[src/rtl/button_press_decoder_if.sv]
// Button decoder bus: raw pin and thresholds in, debounced status and press results out.
interface button_press_decoder_if;
  logic        BTN;
  logic [31:0] debounce_time;
  logic [31:0] long_time;
  logic        BTN_STS;
  logic        hold_active;
  logic        press_short;
  logic        press_long;
  logic [31:0] press_duration;
  logic [15:0] press_count;

  // Board/PS side: drives the pin and thresholds, polls the results.
  modport master (
    output BTN, debounce_time, long_time,
    input  BTN_STS, hold_active, press_short, press_long, press_duration, press_count
  );

  // Decoder side.
  modport slave (
    input  BTN, debounce_time, long_time,
    output BTN_STS, hold_active, press_short, press_long, press_duration, press_count
  );
endinterface

[src/rtl/button_press_decoder.sv]
// Push-button decoder: synchronises and debounces one raw pin, then classifies each
// completed press as short or long and keeps duration/count for register polling.
module button_press_decoder #(
  parameter bit          INVERSE_MODE = 1'b1,  // 1: pin pressed = 0
  parameter int unsigned SYNC_STAGES  = 2      // must be >= 2
) (
  input logic                   clk,
  input logic                   resetn,
  button_press_decoder_if.slave bus_io
);

  typedef enum logic [1:0] {
    StIdle      = 2'd0,
    StDbPress   = 2'd1,
    StPressed   = 2'd2,
    StDbRelease = 2'd3
  } state_e;

  localparam logic [31:0] TimerMax = 32'hFFFF_FFFF;

  logic [SYNC_STAGES-1:0] sync_q, sync_d;
  logic                   btn_act;

  state_e      state_q, state_d;
  logic [31:0] db_timer_q, db_timer_d;
  logic [31:0] press_timer_q, press_timer_d;
  logic [31:0] press_duration_q, press_duration_d;
  logic [15:0] press_count_q, press_count_d;
  logic        press_short_q, press_short_d;
  logic        press_long_q, press_long_d;
  logic        complete;
  logic        btn_sts;

  // Synchroniser shifts the raw pin in; reset to the idle pin level so release looks quiet.
  always_comb begin
    sync_d = {sync_q[SYNC_STAGES-2:0], bus_io.BTN};
  end

  assign btn_act = sync_q[SYNC_STAGES-1] ^ INVERSE_MODE;

  // State register: synchroniser, FSM, timers and press results.
  always_ff @(posedge clk or negedge resetn) begin
    if (!resetn) begin
      sync_q           <= {SYNC_STAGES{INVERSE_MODE}};
      state_q          <= StIdle;
      db_timer_q       <= '0;
      press_timer_q    <= '0;
      press_duration_q <= '0;
      press_count_q    <= '0;
      press_short_q    <= 1'b0;
      press_long_q     <= 1'b0;
    end else begin
      sync_q           <= sync_d;
      state_q          <= state_d;
      db_timer_q       <= db_timer_d;
      press_timer_q    <= press_timer_d;
      press_duration_q <= press_duration_d;
      press_count_q    <= press_count_d;
      press_short_q    <= press_short_d;
      press_long_q     <= press_long_d;
    end
  end

  // Next-state: debounce both edges of a press and time the press while it is held.
  always_comb begin
    state_d       = state_q;
    db_timer_d    = db_timer_q;
    press_timer_d = press_timer_q;
    complete      = 1'b0;

    // The press timer runs through release debounce so glitches do not lose time.
    if ((state_q == StPressed || state_q == StDbRelease) && press_timer_q != TimerMax) begin
      press_timer_d = press_timer_q + 32'd1;
    end

    unique case (state_q)
      StIdle: begin
        db_timer_d = '0;
        if (btn_act) state_d = StDbPress;
      end
      StDbPress: begin
        if (!btn_act) begin
          state_d    = StIdle;
          db_timer_d = '0;
        end else if (db_timer_q >= bus_io.debounce_time) begin
          state_d       = StPressed;
          db_timer_d    = '0;
          press_timer_d = '0;
        end else begin
          db_timer_d = db_timer_q + 32'd1;
        end
      end
      StPressed: begin
        db_timer_d = '0;
        if (!btn_act) state_d = StDbRelease;
      end
      StDbRelease: begin
        if (btn_act) begin
          state_d    = StPressed;
          db_timer_d = '0;
        end else if (db_timer_q >= bus_io.debounce_time) begin
          state_d    = StIdle;
          db_timer_d = '0;
          complete   = 1'b1;
        end else begin
          db_timer_d = db_timer_q + 32'd1;
        end
      end
      default: state_d = StIdle;
    endcase

    // Completion latches the pre-edge press time and fires exactly one class pulse.
    press_short_d    = complete && (press_timer_q < bus_io.long_time);
    press_long_d     = complete && (press_timer_q >= bus_io.long_time);
    press_duration_d = complete ? press_timer_q : press_duration_q;
    press_count_d    = complete ? press_count_q + 16'd1 : press_count_q;
  end

  // Outputs: debounced level is state-decoded, hold status compares the live threshold.
  always_comb begin
    btn_sts            = (state_q == StPressed) || (state_q == StDbRelease);
    bus_io.BTN_STS     = btn_sts;
    bus_io.hold_active = btn_sts && (press_timer_q >= bus_io.long_time);
    bus_io.press_short    = press_short_q;
    bus_io.press_long     = press_long_q;
    bus_io.press_duration = press_duration_q;
    bus_io.press_count    = press_count_q;
  end

endmodule

[src/flat_wrapper.sv]
// flat-port wrapper written by rule: the top's interface ports become plain ports
module button_press_decoder_flat 
#(
  parameter bit          INVERSE_MODE = 1'b1,                       
  parameter int unsigned SYNC_STAGES  = 2                     
)
  (clk, resetn, bus_io_BTN, bus_io_debounce_time, bus_io_long_time, bus_io_BTN_STS, bus_io_hold_active, bus_io_press_short, bus_io_press_long, bus_io_press_duration, bus_io_press_count);
  button_press_decoder_if bus_io_i ();
  input logic clk;
  input logic resetn;
  input wire logic [$bits(bus_io_i.BTN)-1:0] bus_io_BTN;
  input wire logic [$bits(bus_io_i.debounce_time)-1:0] bus_io_debounce_time;
  input wire logic [$bits(bus_io_i.long_time)-1:0] bus_io_long_time;
  output wire logic [$bits(bus_io_i.BTN_STS)-1:0] bus_io_BTN_STS;
  output wire logic [$bits(bus_io_i.hold_active)-1:0] bus_io_hold_active;
  output wire logic [$bits(bus_io_i.press_short)-1:0] bus_io_press_short;
  output wire logic [$bits(bus_io_i.press_long)-1:0] bus_io_press_long;
  output wire logic [$bits(bus_io_i.press_duration)-1:0] bus_io_press_duration;
  output wire logic [$bits(bus_io_i.press_count)-1:0] bus_io_press_count;
  assign bus_io_i.BTN = bus_io_BTN;
  assign bus_io_i.debounce_time = bus_io_debounce_time;
  assign bus_io_i.long_time = bus_io_long_time;
  assign bus_io_BTN_STS = bus_io_i.BTN_STS;
  assign bus_io_hold_active = bus_io_i.hold_active;
  assign bus_io_press_short = bus_io_i.press_short;
  assign bus_io_press_long = bus_io_i.press_long;
  assign bus_io_press_duration = bus_io_i.press_duration;
  assign bus_io_press_count = bus_io_i.press_count;
  button_press_decoder #(.INVERSE_MODE(INVERSE_MODE), .SYNC_STAGES(SYNC_STAGES)) u_core (.clk(clk), .resetn(resetn), .bus_io(bus_io_i));
endmodule
[config.mk]
export PLATFORM = sky130hd
export DESIGN_NAME = button_press_decoder_flat
export DESIGN_NICKNAME = d
export VERILOG_FILES = /design/src/rtl/button_press_decoder_if.sv /design/src/rtl/button_press_decoder.sv /design/src/flat_wrapper.sv
export SDC_FILE = /design/constraint.sdc
export NUM_CORES = 1
export LEC_CHECK = 0
export ABC_AREA = 1
export CORE_MARGIN = 10
export CORE_UTILIZATION = 60
export DETAILED_ROUTE_END_ITERATION = 8
export PLACE_DENSITY_LB_ADDON = 0.1
export SLEW_MARGIN = 20
export SYNTH_ARGS = -nofsm -noshare
export SYNTH_HDL_FRONTEND = slang
export SYNTH_SLANG_ARGS = --single-unit
export TNS_END_PERCENT = 10
[constraint.sdc]
create_clock -name clk -period 4.01 [get_ports clk]
set_input_delay 0.401 -clock clk [delete_from_list [all_inputs] [get_ports clk]]
set_output_delay 0.401 -clock clk [all_outputs]
set_load 0.02 [all_outputs]
== Word-level counts from Yosys, hierarchy flattened ==
Index checks and enable logic that the tools add are counted.
W data, S select, Z words.

* Register bits: 118
* Bits in latches: 0
* RAM bits: 0
* Bits in read-only memories: 0
* Input bits: 67
* Output and inout port bits: 52
* Logic and storage cells: 48
* Memories: 0

* Add/subtract/negate cells: 3
* $mul: 0
* Divide/modulo/power cells: 0
* Magnitude comparators: 3
* Eq/ne operators: 8
* Shifts and indexed selects: 0
* Multiplexer cells: 18
* Bitwise logic cells: 0
* Reductions and logical operators: 8

{| class="wikitable"
|+ Operators by type and width
! cell !! number
|-
| $mux W32 || 7
|-
| $pmux W32 S3 || 1
|-
| $add A32 B1 Y32 const B || 2
|-
| $ge A32 B32 Y1 || 2
|-
| $lt A32 B32 Y1 || 1
|-
| $ne A32 B32 Y1 const B || 1
|-
| $add A16 B1 Y16 const B || 1
|-
| $mux W2 || 6
|-
| $pmux W2 S4 || 1
|-
| $eq A2 B2 Y1 const B || 2
|-
| $logic_and A1 B1 Y1 || 4
|-
| $reduce_and A4 Y1 || 1
|-
| $mux W1 || 3
|-
| $ne A3 B1 Y1 const B || 1
|-
| $ne A3 B3 Y1 const B || 1
|-
| $eq A2 B1 Y1 const B || 1
|-
| $logic_not A2 Y1 || 1
|-
| $ne A2 B1 Y1 const B || 1
|-
| $ne A2 B2 Y1 const B || 1
|-
| $reduce_or A2 Y1 || 1
|-
| $logic_or A1 B1 Y1 || 1
|}

== Longest topological paths before layout ==
* Depth after elaboration: 7
* Mapped depth: 18
* Mapped depth without buffers: 16

== Worst setup path after synthesis ==
OpenSTA, ideal clock, no wires.

* Path kind: input to output
* Start: in bus_io_long_time[31]
* End: out bus_io_hold_active
* Arrival: 1.572 ns
* Data required time: 3.609 ns
* Slack: 2.037 ns
* Stages: 9
* Path buffers: 0
* Path through: inv_1 ha_1 nand2_1 nor4_1 and2_1 nand3_1 nand3_1 nand2_1 inv_1

* Longest elaborated chain between the ends: 2

{| class="wikitable"
|+ Ends and longest elaborated chain
! what !! line !! RTL
|-
| start, declared || flat_wrapper.sv:13 || <nowiki>input wire logic [$bits(bus_io_i.long_time)-1:0] bus_io_long_time;</nowiki>
|-
| $ge A32 B32 Y1 || button_press_decoder.sv:123 || <nowiki>bus_io.hold_active = btn_sts && (press_timer_q >= bus_io.long_time);</nowiki>
|-
| $logic_and A1 B1 Y1 || button_press_decoder.sv:123 ||
|-
| end, declared || flat_wrapper.sv:15 || <nowiki>output wire logic [$bits(bus_io_i.hold_active)-1:0] bus_io_hold_active;</nowiki>
|}

No other way between the ends.

== Final worst setup path ==
* Start: in bus_io_long_time[15]
* End: out bus_io_hold_active

The elaborated chain is that of the path after synthesis.

==> results.yml <==
flow_run:
  timing.max_cap.violations: 0
min_path:
  min_path_type: "input pin to asynchronous set/reset pin"
timing:
  max_freq_mhz: 302.9
  rsz0062_at_grt: "no"
  min_period_over_period_pct: 82.32
  setup_viol_count_final: 0
  finClkSkew_ns: 0.007455
  tightestPinTransition_ns: 0.8007
  final_hold_viol_count: 0
  setup_total_negative_slack_ns: 0
  holdWs_ns: 0.04812
  final_max_slew_violation_count: 0
  timing.max_slew.rel_slack_pct: 46.49
  crit_path_time_final_ns: 3.301
die:
  die_y_um: 135.9
  initial_utilization_pct: 61.05
  design.die.area_um2: 18460
  floorplan.rows: 42
  fp.coreArea_um2: 13190
  dieWidth_um: 135.9
  design.portCount: 119
cts:
  post_cts_resize_count: 0
  htree_num_levels: 4
  tritoncts_buffers: 17
  tritoncts: "yes"
  clock_sink_count: 118
  clock_path_buffers: 2
  clk_pin_slew_worst_paths_ns: 0.05
  clock_insertion_delay_worst_skew_ns: 0.41
  hold_buffers: 0
  post_cts_buffers: 0
  clockRootBuffer: "clkbuf_16"
placed_design:
  dp_hpwl_um: 15350
  placedInstanceArea_um2: 9358
  gp_congestion: 0.9072
  port_buffers: 118
  placed_cells_incl_taps: 1353
worst_setup_path:
  end_kind: "output pin"
  worst_ep_required_time_ns: 3.61
  worstReg2RegEnd: "u_core.press_timer_q[21]"
  rr_startpoint: "u_core.db_timer_q[5]"
  critical_path_peak_fanout: 3
  timing.critical_path.arrival_ns: 2.90
  cp-start-kind: "input pin"
  rr_worst_depth: 13
  r2r_setup_slack_ns: 1.26
  timing.setup.critical_path_class: "input pin to output pin"
logic_synthesis:
  post-synth-top-area-fraction_pct: 36.05
  synthDominantAreaCellType: "dfrtp_1"
  avgSynthCellArea_um2: 7.512
  synth_fp_nets: 1206
  yosysSeqAreaShare_pct: 36.70
  netlist_top_cells_area: "dfrtp_1 (36%), nand2_1 (12%), ha_1 (10%)"
  syn-instance-count: 1072
  post_synth_num_cell_types: 43
  synth.ff_latch_count: 118
  post_synth_instance_area_um2: 8053
  synth.yosys.warnings: 0
status:
  outcome: "finished clean"
cells_and_area:
  fin_util_pct: 75.44
  final_layout_size_suffix_gt1_share_pct: 7.858
  antenna-diode-count: 0
  area_delta_synth_final_pct: 23.57
  final_nets: 1330
  n_fill_cell: 1033
  layout_commonest_cell: "nand2_1"
  layout_common_cells: "nand2_1 (260), inv_1 (155), nor2_1 (133)"
  finalNonFillerCells: 1385
  final_cell_area_um2: 9951
grt:
  gr-total-overflow: 0
  wire_length_of_the_first_global_routing_pass_um: 33470
  grt_util_met3_pct: 4.280
  gr-usage-met2_pct: 37.26
  grt_util_met1_pct: 27.73
  grt.busiest_layer: "met2"
  gr-usage-all-layers_pct: 22.27
  grt_antenna_before_repair: 0
  via_count_of_the_first_global_routing_pass: 6950
  grt_start_max_net_pins: 59
route:
  drt_first_pass_iters: 8
  wl_um: 20150
  vias: 7262
  drt-wirelength-per-cell_um: 14.55
  drc: 0
  ant_nets: 0
  detail_route.iter0.violations: 700
  detail_route.vias_per_cell: 5.243
pwr:
  power.density_cell_area_nw_per_um2: 349.9
  leakage_power_nw: 4.841
  vdd.ir_drop.worst_uv: 282.3
per-stage QoR:
| step | worst slack [ns] | power (mW) |
|---|---|---|
| floorplan | 2.037 | 1.767 |
| global placement | 0.7027 | 1.959 |
| detailed placement | 0.6801 | 1.972 |
| CTS | 0.6783 | 3.498 |
| global route | 0.5343 | 3.644 |
| finish | 0.7091 | 3.481 |
cells in the mapped netlist, drive strengths merged:
library cell	number
or2	1
nand3b	2
o21a	7
xnor2	15
nand3	59
a21oi	48
ha	67
a21boi	1
nor3b	1
nor2	145
clkbuf	5
o21bai	1
nand4	21
nor2b	1
o21ai	52
dfrtp	116
nand2	273
nor4	9
and2	2
buf	17
xor2	27
a22oi	4
nor3	34
dfstp	2
inv	162
flip-flops by register name, summed over array words and instances (netlist names), named ones only:
| register | count |
|---|---|
| u_core.bus_io.press_count | 16 |
| u_core.bus_io.press_long | 1 |
| u_core.sync_q | 2 |
| u_core.bus_io.press_duration | 32 |
| u_core.bus_io.press_short | 1 |
| u_core.press_timer_q | 32 |
| u_core.db_timer_q | 32 |
| u_core.state_q | 1 |
power by group:
part / switching (mW) / total (mW) / internal, mW
Combinational: 0.381 / 0.616 / 0.235
Sequential: 0.0942 / 1.34 / 1.25
Clock: 0.519 / 1.52 / 1.00
Total: 0.994 / 3.48 / 2.49
per-layer routing:
metal	part of all wire, %	wire [um]	vias to the layer above
met4	2.7	537	0
met1	43	8759	3353
li1	-	-	3670
met5	0	0	-
met2	49	9779	206
met3	5.3	1077	33
critical path: stages:
cell and delay (ns):
clkdlybuf4s50_1 0.46, inv_1 0.04, ha_1 0.29, nand2_1 0.08, nor4_1 0.53, nand2_1 0.11
nand2_1 0.07, nand2_1 0.06, nand3_1 0.14, nand2_1 0.07, inv_1 0.06, clkdlybuf4s50_1 0.59
kinds of logic (layout without fill, tap and decap cells):
kind of cell | Yosys count | in the layout | share of synthesized area [%]
xor gates and xnor gates | 42 | 42 | 4.568
AOI/OAI and AO/OA | 113 | 113 | 7.753
and+or+nand+nor | 548 | 548 | 30.98
buffers and inverters | 184 | 321 | 9.587
DFF | 118 | 118 | 36.70
adders and majority gates | 67 | 67 | 10.41
cell type report:
cell class | count | area (um^2) | area share, %
Timing Repair Buffer | 127 | 1246 | 12.52
Sequential cell | 118 | 2955 | 29.70
Clock inverter | 9 | 125.1 | 1.257
Clock buffer | 23 | 467.9 | 4.703
Tap cell | 176 | 220.2 | 2.213
Multi-Input combinational cell | 770 | 4325 | 43.47
Inverter | 162 | 610.6 | 6.136
how the worst max path moves through the flow:
stage / to / depth (start not counted) / start / slack (ns)
after floorplan: bus_io_hold_active / 9 / bus_io_long_time[31] / 2.04
after global placement: bus_io_hold_active / 12 / bus_io_long_time[15] / 0.70
after detailed placement: bus_io_hold_active / 12 / bus_io_long_time[15] / 0.68
after CTS: bus_io_hold_active / 12 / bus_io_long_time[15] / 0.68
after global routing: bus_io_hold_active / 11 / bus_io_long_time[31] / 0.53
final: bus_io_hold_active / 12 / bus_io_long_time[15] / 0.71
(Power assumes the default switching activity.)
